### src/rtl/dvi_pattern_generator.sv
// Parametrised DVI timing and test-pattern generator: H/V timing, calibration marker, solid fill.
// Optional colour-bar pattern 10 is built when DVI_PATTERN_COLOR_BARS_EN is defined.
module dvi_pattern_generator #(
   parameter int          H_BACK_PORCH  = 220,
   parameter int          H_ACTIVE      = 1280,
   parameter int          H_FRONT_PORCH = 110,
   parameter int          H_SYNC        = 40,
   parameter int          V_BACK_PORCH  = 20,
   parameter int          V_ACTIVE      = 720,
   parameter int          V_FRONT_PORCH = 5,
   parameter int          V_SYNC        = 5,
   parameter int          MARKER_RADIUS = 2,
   parameter int          HS_POLARITY   = 1,
   parameter int          VS_POLARITY   = 1,
   parameter logic [23:0] MARKER_RGB    = 24'hFFFFFF
) (
   input  logic        clk,
   input  logic        resetn,
   input  logic        ready,
   input  logic        enable,
   input  logic [3:0]  pattern,
   output logic        active,
   output logic        hsync,
   output logic        vsync,
   output logic [23:0] data,
   output logic        tick,
   output logic        frame_start
);

   function automatic int max4(input int a, input int b, input int c, input int d);
      int m;
      m = (a > b) ? a : b;
      m = (m > c) ? m : c;
      return (m > d) ? m : d;
   endfunction

   localparam int H_MAX = max4(H_BACK_PORCH, H_ACTIVE, H_FRONT_PORCH, H_SYNC);
   localparam int V_MAX = max4(V_BACK_PORCH, V_ACTIVE, V_FRONT_PORCH, V_SYNC);
   localparam int H_CW  = (H_MAX > 1) ? $clog2(H_MAX) : 1;
   localparam int V_CW  = (V_MAX > 1) ? $clog2(V_MAX) : 1;
   localparam logic HS_ON = (HS_POLARITY != 0);
   localparam logic VS_ON = (VS_POLARITY != 0);
   localparam int R = MARKER_RADIUS;

   typedef enum logic [1:0] {SEG_BACK, SEG_ACTIVE, SEG_FRONT, SEG_SYNC} seg_e;

   seg_e            h_state_q, h_state_d, v_state_q, v_state_d;
   logic [H_CW-1:0] h_cnt_q, h_cnt_d, h_last;
   logic [V_CW-1:0] v_cnt_q, v_cnt_d, v_last;
   logic [1:0]      en_sync_q, en_sync_d;
   logic [3:0]      pat_meta_q, pat_meta_d, pat_sync_q, pat_sync_d;
   logic            enabled_q, enabled_d;
   logic [3:0]      pattern_q, pattern_d;
   logic            active_d, hsync_d, vsync_d, tick_d, frame_start_d;
   logic [23:0]     data_d;
   logic [1:0]      col, row;
   logic [H_CW-1:0] h_lo, h_hi, h_c;
   logic [V_CW-1:0] v_lo, v_hi, v_c;
   logic            in_active, pix_on, pix_tick;
   logic [23:0]     pix_rgb;

   // State register: timing counters plus the synchronised and frame-latched controls.
   always_ff @(posedge clk or negedge resetn) begin
      if (!resetn) begin
         h_state_q   <= SEG_BACK;
         v_state_q   <= SEG_BACK;
         h_cnt_q     <= '0;
         v_cnt_q     <= '0;
         en_sync_q   <= '0;
         pat_meta_q  <= '0;
         pat_sync_q  <= '0;
         enabled_q   <= 1'b0;
         pattern_q   <= '0;
         active      <= 1'b0;
         hsync       <= ~HS_ON;
         vsync       <= ~VS_ON;
         data        <= '0;
         tick        <= 1'b0;
         frame_start <= 1'b0;
      end else begin
         h_state_q   <= h_state_d;
         v_state_q   <= v_state_d;
         h_cnt_q     <= h_cnt_d;
         v_cnt_q     <= v_cnt_d;
         en_sync_q   <= en_sync_d;
         pat_meta_q  <= pat_meta_d;
         pat_sync_q  <= pat_sync_d;
         enabled_q   <= enabled_d;
         pattern_q   <= pattern_d;
         active      <= active_d;
         hsync       <= hsync_d;
         vsync       <= vsync_d;
         data        <= data_d;
         tick        <= tick_d;
         frame_start <= frame_start_d;
      end
   end

   // Next state: V steps once per line, on the last clock of H sync.
   always_comb begin
      h_state_d = h_state_q;
      v_state_d = v_state_q;
      h_cnt_d   = h_cnt_q;
      v_cnt_d   = v_cnt_q;
      case (h_state_q)
         SEG_BACK:   h_last = H_CW'(H_BACK_PORCH - 1);
         SEG_ACTIVE: h_last = H_CW'(H_ACTIVE - 1);
         SEG_FRONT:  h_last = H_CW'(H_FRONT_PORCH - 1);
         default:    h_last = H_CW'(H_SYNC - 1);
      endcase
      case (v_state_q)
         SEG_BACK:   v_last = V_CW'(V_BACK_PORCH - 1);
         SEG_ACTIVE: v_last = V_CW'(V_ACTIVE - 1);
         SEG_FRONT:  v_last = V_CW'(V_FRONT_PORCH - 1);
         default:    v_last = V_CW'(V_SYNC - 1);
      endcase
      if (ready) begin
         if (h_cnt_q == h_last) begin
            h_cnt_d   = '0;
            h_state_d = seg_e'(h_state_q + 2'd1);
            if (h_state_q == SEG_SYNC) begin
               if (v_cnt_q == v_last) begin
                  v_cnt_d   = '0;
                  v_state_d = seg_e'(v_state_q + 2'd1);
               end else begin
                  v_cnt_d = v_cnt_q + V_CW'(1);
               end
            end
         end else begin
            h_cnt_d = h_cnt_q + H_CW'(1);
         end
      end
      // Controls only update outside the active lines so a frame never tears.
      en_sync_d  = {en_sync_q[0], enable};
      pat_meta_d = pattern;
      pat_sync_d = pat_meta_q;
      enabled_d  = (v_state_q != SEG_ACTIVE) ? en_sync_q[1] : enabled_q;
      pattern_d  = (v_state_q != SEG_ACTIVE) ? pat_sync_q : pattern_q;
   end

   // Output decode: marker window from the pattern's column/row, then registered outputs.
   always_comb begin
      case (pattern_q)
         4'd0, 4'd3, 4'd6: col = 2'd0;
         4'd1, 4'd4, 4'd7: col = 2'd1;
         default:          col = 2'd2;
      endcase
      case (pattern_q)
         4'd0, 4'd1, 4'd2: row = 2'd0;
         4'd3, 4'd4, 4'd5: row = 2'd1;
         default:          row = 2'd2;
      endcase
      case (col)
         2'd0:    begin h_lo = '0; h_hi = H_CW'(2*R); h_c = H_CW'(R); end
         2'd1:    begin h_lo = H_CW'(H_ACTIVE/2 - R); h_hi = H_CW'(H_ACTIVE/2 + R); h_c = H_CW'(H_ACTIVE/2); end
         default: begin h_lo = H_CW'(H_ACTIVE - 2*R - 1); h_hi = H_CW'(H_ACTIVE - 1); h_c = H_CW'(H_ACTIVE - R - 1); end
      endcase
      case (row)
         2'd0:    begin v_lo = '0; v_hi = V_CW'(2*R); v_c = V_CW'(R); end
         2'd1:    begin v_lo = V_CW'(V_ACTIVE/2 - R); v_hi = V_CW'(V_ACTIVE/2 + R); v_c = V_CW'(V_ACTIVE/2); end
         default: begin v_lo = V_CW'(V_ACTIVE - 2*R - 1); v_hi = V_CW'(V_ACTIVE - 1); v_c = V_CW'(V_ACTIVE - R - 1); end
      endcase
      pix_rgb  = MARKER_RGB;
      pix_on   = 1'b0;
      pix_tick = 1'b0;
      if (pattern_q <= 4'd8) begin
         pix_on   = (h_cnt_q >= h_lo) && (h_cnt_q <= h_hi) && (v_cnt_q >= v_lo) && (v_cnt_q <= v_hi);
         pix_tick = (h_cnt_q == h_c) && (v_cnt_q == v_c);
      end else if (pattern_q == 4'd9) begin
         pix_on   = 1'b1;
         pix_tick = (h_cnt_q == '0) && (v_cnt_q == '0);
      end
`ifdef DVI_PATTERN_COLOR_BARS_EN
      else if (pattern_q == 4'd10) begin
         pix_on   = 1'b1;
         pix_tick = (h_cnt_q == '0) && (v_cnt_q == '0);
         case (int'(h_cnt_q) / ((H_ACTIVE >= 8) ? H_ACTIVE/8 : 1))
            0:       pix_rgb = 24'hFFFFFF;
            1:       pix_rgb = 24'hFFFF00;
            2:       pix_rgb = 24'h00FFFF;
            3:       pix_rgb = 24'h00FF00;
            4:       pix_rgb = 24'hFF00FF;
            5:       pix_rgb = 24'hFF0000;
            6:       pix_rgb = 24'h0000FF;
            default: pix_rgb = 24'h000000;
         endcase
      end
`endif
      in_active     = (v_state_q == SEG_ACTIVE) && (h_state_q == SEG_ACTIVE);
      active_d      = ready ? in_active : active;
      hsync_d       = ready ? ((h_state_q == SEG_SYNC) ? HS_ON : ~HS_ON) : hsync;
      vsync_d       = ready ? ((v_state_q == SEG_SYNC) ? VS_ON : ~VS_ON) : vsync;
      data_d        = (ready && in_active && enabled_q && pix_on) ? pix_rgb : 24'h0;
      tick_d        = ready && in_active && enabled_q && pix_tick;
      frame_start_d = ready && (v_state_q == SEG_BACK) && (v_cnt_q == '0) &&
                      (h_state_q == SEG_BACK) && (h_cnt_q == '0);
   end

endmodule

### config.mk
export PLATFORM = sky130hd
export DESIGN_NAME = dvi_pattern_generator
export DESIGN_NICKNAME = d
export VERILOG_FILES = /design/src/rtl/dvi_pattern_generator.sv
export SDC_FILE = /design/constraint.sdc
export NUM_CORES = 1
export LEC_CHECK = 0
export CORE_ASPECT_RATIO = 1.1
export CORE_MARGIN = 2
export CORE_UTILIZATION = 57
export DETAILED_ROUTE_END_ITERATION = 6
export PLACE_DENSITY = 0.8
export SETUP_SLACK_MARGIN = 0.1
export SLEW_MARGIN = 30
export SYNTH_ARGS = -nofsm -noshare
export SYNTH_HDL_FRONTEND = slang
export SYNTH_SLANG_ARGS = --single-unit
### constraint.sdc
create_clock -name clk -period 3.2 [get_ports clk]
set_clock_uncertainty 0.15 [all_clocks]
set_input_delay 0.64 -clock clk [delete_from_list [all_inputs] [get_ports clk]]
set_output_delay 0.64 -clock clk [all_outputs]
set_load 0.02 [all_outputs]
==> results.yml, run 1 <==
global_routing:
  antenna_found_initial: 0
  overflow: 0
  grt_first_pass_wirelength_um: 11900
  track_usage_pct: 22.2
  grt_max_degree: 47
  grt_pass1_vias: 2613
placed_design:
  hpwl_um: 5090
  place_congestion: 0.831
  placed_area_um2: 3620
  portBuffers: 36
worst_setup_path:
  required_ns: 3.29
  critPathSlowestCell: "nor2_1"
  worstPathMaxFanout: 8
  cp-end-kind: "flip-flop"
  reg2reg_slack_ns: 0.39
  path_class: "reg2reg"
  max_stage_delay_ns: 0.49
  worstPathArrival_ns: 2.90
  endpoint: "data[22]"
  crit_top_cell: "nor2_1"
  r2r_start: "pattern_q[1]"
  crit_path_cell_trace: "nand2b_1 > mux2i_1 > nor2_1 > ha_1 > o21ai_0 > nor2_1 > or3_1 > o221ai_1 > and4b_1"
  setup.worst_path.start: "pattern_q[1]"
  r2r_end: "data[22]"
  start_kind: "flip-flop"
  r2r_cells: 9
sta:
  finalHoldWorstSlack_ns: 0.197
  maxSlewHeadroom_pct: 59.6
  worstMarginPinSlew_ns: 0.604
  finalHoldViolations: 0
  fin_crit_sh_pct: 87.9
  timing.fmax_mhz: 356
  setup_viol: 0
  maxSlewViolCount: 0
  rsz0062_at_grt: "false"
  fin_crit_ns: 2.81
  setup_tns_ns: 0
synthesis:
  yosysMostFrequentCell: "dfrtp_1"
  synth.area.top_cells: "dfrtp_1, ha_1, buf_4"
  yosys.area.top_type: "dfrtp_1"
  synthCells: 348
  synth_edf_count: 0
  synth_cell_types: 62
  syn_area_um2: 3400
  synthFlopType: "dfrtp_1"
  synth_nets: 398
  synthArstFlopShare_pct: 100
  ys_warn_count: 0
  synthTopCellsByCount: "dfrtp_1, ha_1, buf_4"
  synth-seq-cells: 46
  synth_top_area_share_pct: 33.9
  avgSynthCellArea_um2: 9.76
  yosysSeqAreaShare_pct: 33.9
die:
  die_h_um: 85.0
  rows: 29
  start_util_pct: 58.9
  core_um2: 5770
  fp.dieW_um: 77.6
  die_area_um2: 6590
  io_pins: 37
route:
  vias_per_cell: 5.91
  drc_errors: 0
  top_layer: "met4"
  wl_met2_um: 3350
  drt-met1-wl_um: 2980
  vias: 2575
  dr.pass1.iters: 4
  wl_met3_um: 257
  antenna_violating_nets_post_route: 0
  wirelength_um: 6730
  drtIter0Drc: 129
  wire_per_inst_um: 15.4
cts:
  cts_tree: "yes"
  cts_buffers: 5
  clkSinkCount: 46
  ctsHoldBuffers: 0
  htree_num_levels: 2
  cts_setup_buffers: 0
  clk_latency_ns: 0.29
  clk_pin_slew_worst_paths_ns: 0.09
  cts_max_path_buffers: 2
  cts_resized: 0
  cts_root_buffer: "clkbuf_8"
hold_path:
  hold_path.class: "in2async"
finish:
  antenna_cells: 0
  drive_above_1_share_pct: 10.6
  fin_nets: 408
  area_delta_synth_final_pct: 9.91
  finish.instance_area_um2: 3730
power:
  p_leak_nw: 1.65
  powerDensity_nw_per_um2: 452
  ir_drop_uv: 349
outcome:
  status: "finished, final reports clean"
flow_run:
  cap_viol_max_count: 0
## state kept, by name (all words and copies together) (netlist names), 2 cells and up
| name | cells |
|---|---|
| h_state_q | 2 |
| v_state_q | 2 |
| pat_meta_q | 4 |
| en_sync_q | 2 |
| v_cnt_q | 10 |
| pat_sync_q | 4 |
| pattern_q | 4 |
| h_cnt_q | 11 |
## worst max-delay path: cells and delay by family, from the launching register on
family / cells / cell delay [ns]
simple gates: 5 / 1.30
fa+ha+maj: 1 / 0.38
mux: 1 / 0.12
flops: 1 / 0.47
compound gates: 2 / 0.32
## through the flow
step	util (%)	power (mW)	cells	worst slack, ns
floorplan	-	1.12	348	0.615
global placement	62.8	1.24	428	0.528
detailed placement	62.8	1.27	428	0.400
CTS	64.7	1.70	436	0.377
global route	64.7	1.80	436	0.163
finish	64.7	1.69	436	0.388
## logic make-up (layout without fill, tap and decap cells)
group | after synthesis | count (layout) | share of synthesized area (%)
flip-flops | 46 | 46 | 33.9
adder cells (fa/ha/maj) | 42 | 42 | 15.5
buffers and inverters | 54 | 65 | 9.47
multiplexers | 11 | 11 | 3.72
XOR/XNOR | 15 | 15 | 3.87
AND/OR/NAND/NOR | 114 | 114 | 19.9
AO/OA/AOI/OAI | 66 | 66 | 13.7
## routing by layer
| metal | GRT usage, % | vias up |
|---|---|---|
| li1 | - | 1255 |
| met2 | 38.7 | 69 |
| met3 | 2.55 | 10 |
| met1 | 27.8 | 1241 |
| met5 | 0 | - |
| met4 | 9.42 | 0 |
## placed cells by master (no fill, tap or decap), types with 3 or more instances in the layout
cell type,netlist,layout
a211oi_1,3,3
a21oi_1,16,16
a22o_2,4,4
and3_1,7,7
and4_1,3,3
buf_4,24,5
clkbuf_8,1,5
clkdlybuf4s50_1,0,35
dfrtp_1,46,46
ha_1,42,42
inv_1,17,17
mux2_2,9,9
nand2_1,17,17
nand2b_1,3,3
nand3_1,14,14
nand4_1,12,12
nor2_1,18,18
nor2b_1,8,8
nor3_1,8,8
o211ai_1,11,11
o21ai_0,12,12
xnor2_1,10,10
xor2_1,5,5
## layout make-up
type,count,area (um^2)
Timing Repair Buffer,40,388
Sequential cell,46,1150
Fill cell,441,2040
Inverter,17,63.8
Clock inverter,2,37.5
Clock buffer,6,72.6
Multi-Input combinational cell,248,1920
Tap cell,77,96.3
## how the worst min path moves through the flow
| stage | endpoint | slack, ns | cells past startpoint |
|---|---|---|---|
| finish | h_cnt_q[4] | 0.20 | 1 |
| global route | pat_sync_q[3] | 0.21 | 0 |
| detailed placement | pat_sync_q[3] | 0.19 | 0 |
| global placement | pat_sync_q[0] | 0.18 | 0 |
| floorplan | en_sync_q[1] | 0.18 | 0 |
| CTS | pattern_q[2] | 0.21 | 1 |
## power breakdown
group | total [mW] | switching (mW) | internal [mW]
Sequential | 0.767 | 0.125 | 0.642
Combinational | 0.494 | 0.276 | 0.218
Clock | 0.425 | 0.192 | 0.233
Total | 1.69 | 0.593 | 1.09
(Power assumes the default switching activity.)
==> run 2: changes to the inputs <==
- PLACE_DENSITY: 0.8 -> 0.81
- SKIP_LAST_GASP: unset -> 1
==> run 2 against run 1 <==
Effect of this change:
- sequential cell count unchanged
- sequential share of layout area up 0.12 points
- final cell count did not move
- hold slack got worse by 0.0097 ns
- clock-buffer cell count did not move
- clock power fell by 14%
- critical endpoint is now tick
- largest cell class unchanged
- highest routed layer unchanged
==> results.yml, run 2 (same netlist as run 1, synthesis figures left out) <==
sta:
  maxSlewViolCount: 0
  rsz0062_at_grt: "false"
  timing.fmax_mhz: 356
  maxSlewHeadroom_pct: 60.7
  finalHoldViolations: 0
  fin_crit_ns: 2.81
  worstMarginPinSlew_ns: 0.590
  fin_crit_sh_pct: 87.8
  setup_viol: 0
  setup_tns_ns: 0
route:
  antenna_violating_nets_post_route: 0
  dr.pass1.iters: 5
  vias: 2626
  wirelength_um: 7030
  vias_per_cell: 6.02
  wire_per_inst_um: 16.1
  drc_errors: 0
  drtIter0Drc: 186
global_routing:
  overflow: 0
  track_usage_pct: 22.4
  grt_max_degree: 47
  grt_first_pass_wirelength_um: 11800
  antenna_found_initial: 0
  grt_pass1_vias: 2507
finish:
  final_cell_mix: "dfrtp_1, ha_1, clkdlybuf4s50_1"
  largest_register_ff_count: 11
  layoutNonFillerInstCount: 436
  antenna_cells: 0
  top_register: "h_cnt_q"
  fin_nets: 408
  area_delta_synth_final_pct: 9.47
  finish.instance_area_um2: 3720
  reg.largest.list: "h_cnt_q (11), v_cnt_q (10)"
  layout_commonest_cell: "dfrtp_1"
  drive_above_1_share_pct: 10.9
cts:
  clkSinkCount: 46
  clk_pin_slew_worst_paths_ns: 0.08
  cts_setup_buffers: 0
  cts_max_path_buffers: 2
  cts_resized: 0
  clk_latency_ns: 0.29
  cts_root_buffer: "clkbuf_8"
  htree_num_levels: 2
  ctsHoldBuffers: 0
  cts_tree: "yes"
  cts_buffers: 5
die:
  fp.dieW_um: 77.6
  io_pins: 37
  die_area_um2: 6590
  die_h_um: 85.0
  core_um2: 5770
  start_util_pct: 58.9
  rows: 29
placed_design:
  placed_area_um2: 3620
  hpwl_um: 5210
  place_congestion: 0.815
  placedCellCount: 428
  portBuffers: 36
flow_run:
  cap_viol_max_count: 0
worst_setup_path:
  worstPathArrival_ns: 2.86
  worstPathMaxFanout: 8
  required_ns: 3.25
  path_class: "reg2reg"
  start_kind: "flip-flop"
  cp-end-kind: "flip-flop"
outcome:
  status: "finished, final reports clean"
power:
  p_leak_nw: 1.65
  ir_drop_uv: 252
  powerDensity_nw_per_um2: 439
hold_path:
  hold_path.class: "in2async"
## run 2: changes by cell type in the layout (fill, tap and decap cells not counted)
cell / change
clkinv_2: +1
clkbuf_8: +1
clkbuf_1: -1
bufinv_16: -1
## run 2: power breakdown
part | switching, mW | total (mW) | internal [mW] | leakage [nW]
clock | 0.192 | 0.366 | 0.174 | 0.0472
combinational | 0.279 | 0.497 | 0.219 | 1.03
sequential | 0.127 | 0.769 | 0.642 | 0.573
## run 2: per-layer routing
layer / GRT usage (%) / share of wire [%]
met5: 0 / 0
met4: 9.09 / 2.0
met3: 2.87 / 4.6
met2: 38.1 / 51
met1: 28.7 / 43
## run 2: area by class of cell
type                    count  area [um^2]
multi-input cells         248         1920
clock buffers               6         82.6
clock inverters             2         12.5
well taps                  77         96.3
fillers                   466         2050
repair buffers             40          388
inverters                  17         63.8
flip-flops and latches     46         1150
## run 2: final timing paths
| kind | from | end | slack (ns) | cells after the start |
|---|---|---|---|---|
| worst max-delay path | pattern_q[1] | tick | 0.39 | 9 |
| worst min-delay path | resetn | vsync | 0.19 | 1 |
| worst max register to register | pattern_q[1] | tick | 0.39 | 9 |
| worst min register to register | pat_meta_q[3] | pat_sync_q[3] | 0.20 | 0 |
| max in group asynchronous | resetn | pat_meta_q[2] | 2.30 | 1 |
| min in group clk | pat_meta_q[3] | pat_sync_q[3] | 0.20 | 0 |
## run 2: metrics by stage
stage | hold slack [ns] | util [%] | total power, mW | worst slack, ns
2_1_floorplan | 0.181 | - | 1.12 | 0.615
3_3_place_gp | 0.182 | 62.8 | 1.24 | 0.555
3_5_place_dp | 0.186 | 62.8 | 1.27 | 0.452
4_1_cts | 0.203 | 64.5 | 1.64 | 0.434
5_1_grt | 0.210 | 64.5 | 1.75 | 0.159
6_report | 0.187 | 64.5 | 1.63 | 0.391
## run 2: critical path: stages, from the launching register on
cell      delay (ns)
dfrtp_1         0.46
nand2b_1        0.20
a21oi_1         0.28
inv_1           0.15
ha_1            0.36
nand3_1         0.10
or4_1           0.46
nor4_1          0.18
nand4_1         0.12
a21boi_0        0.25
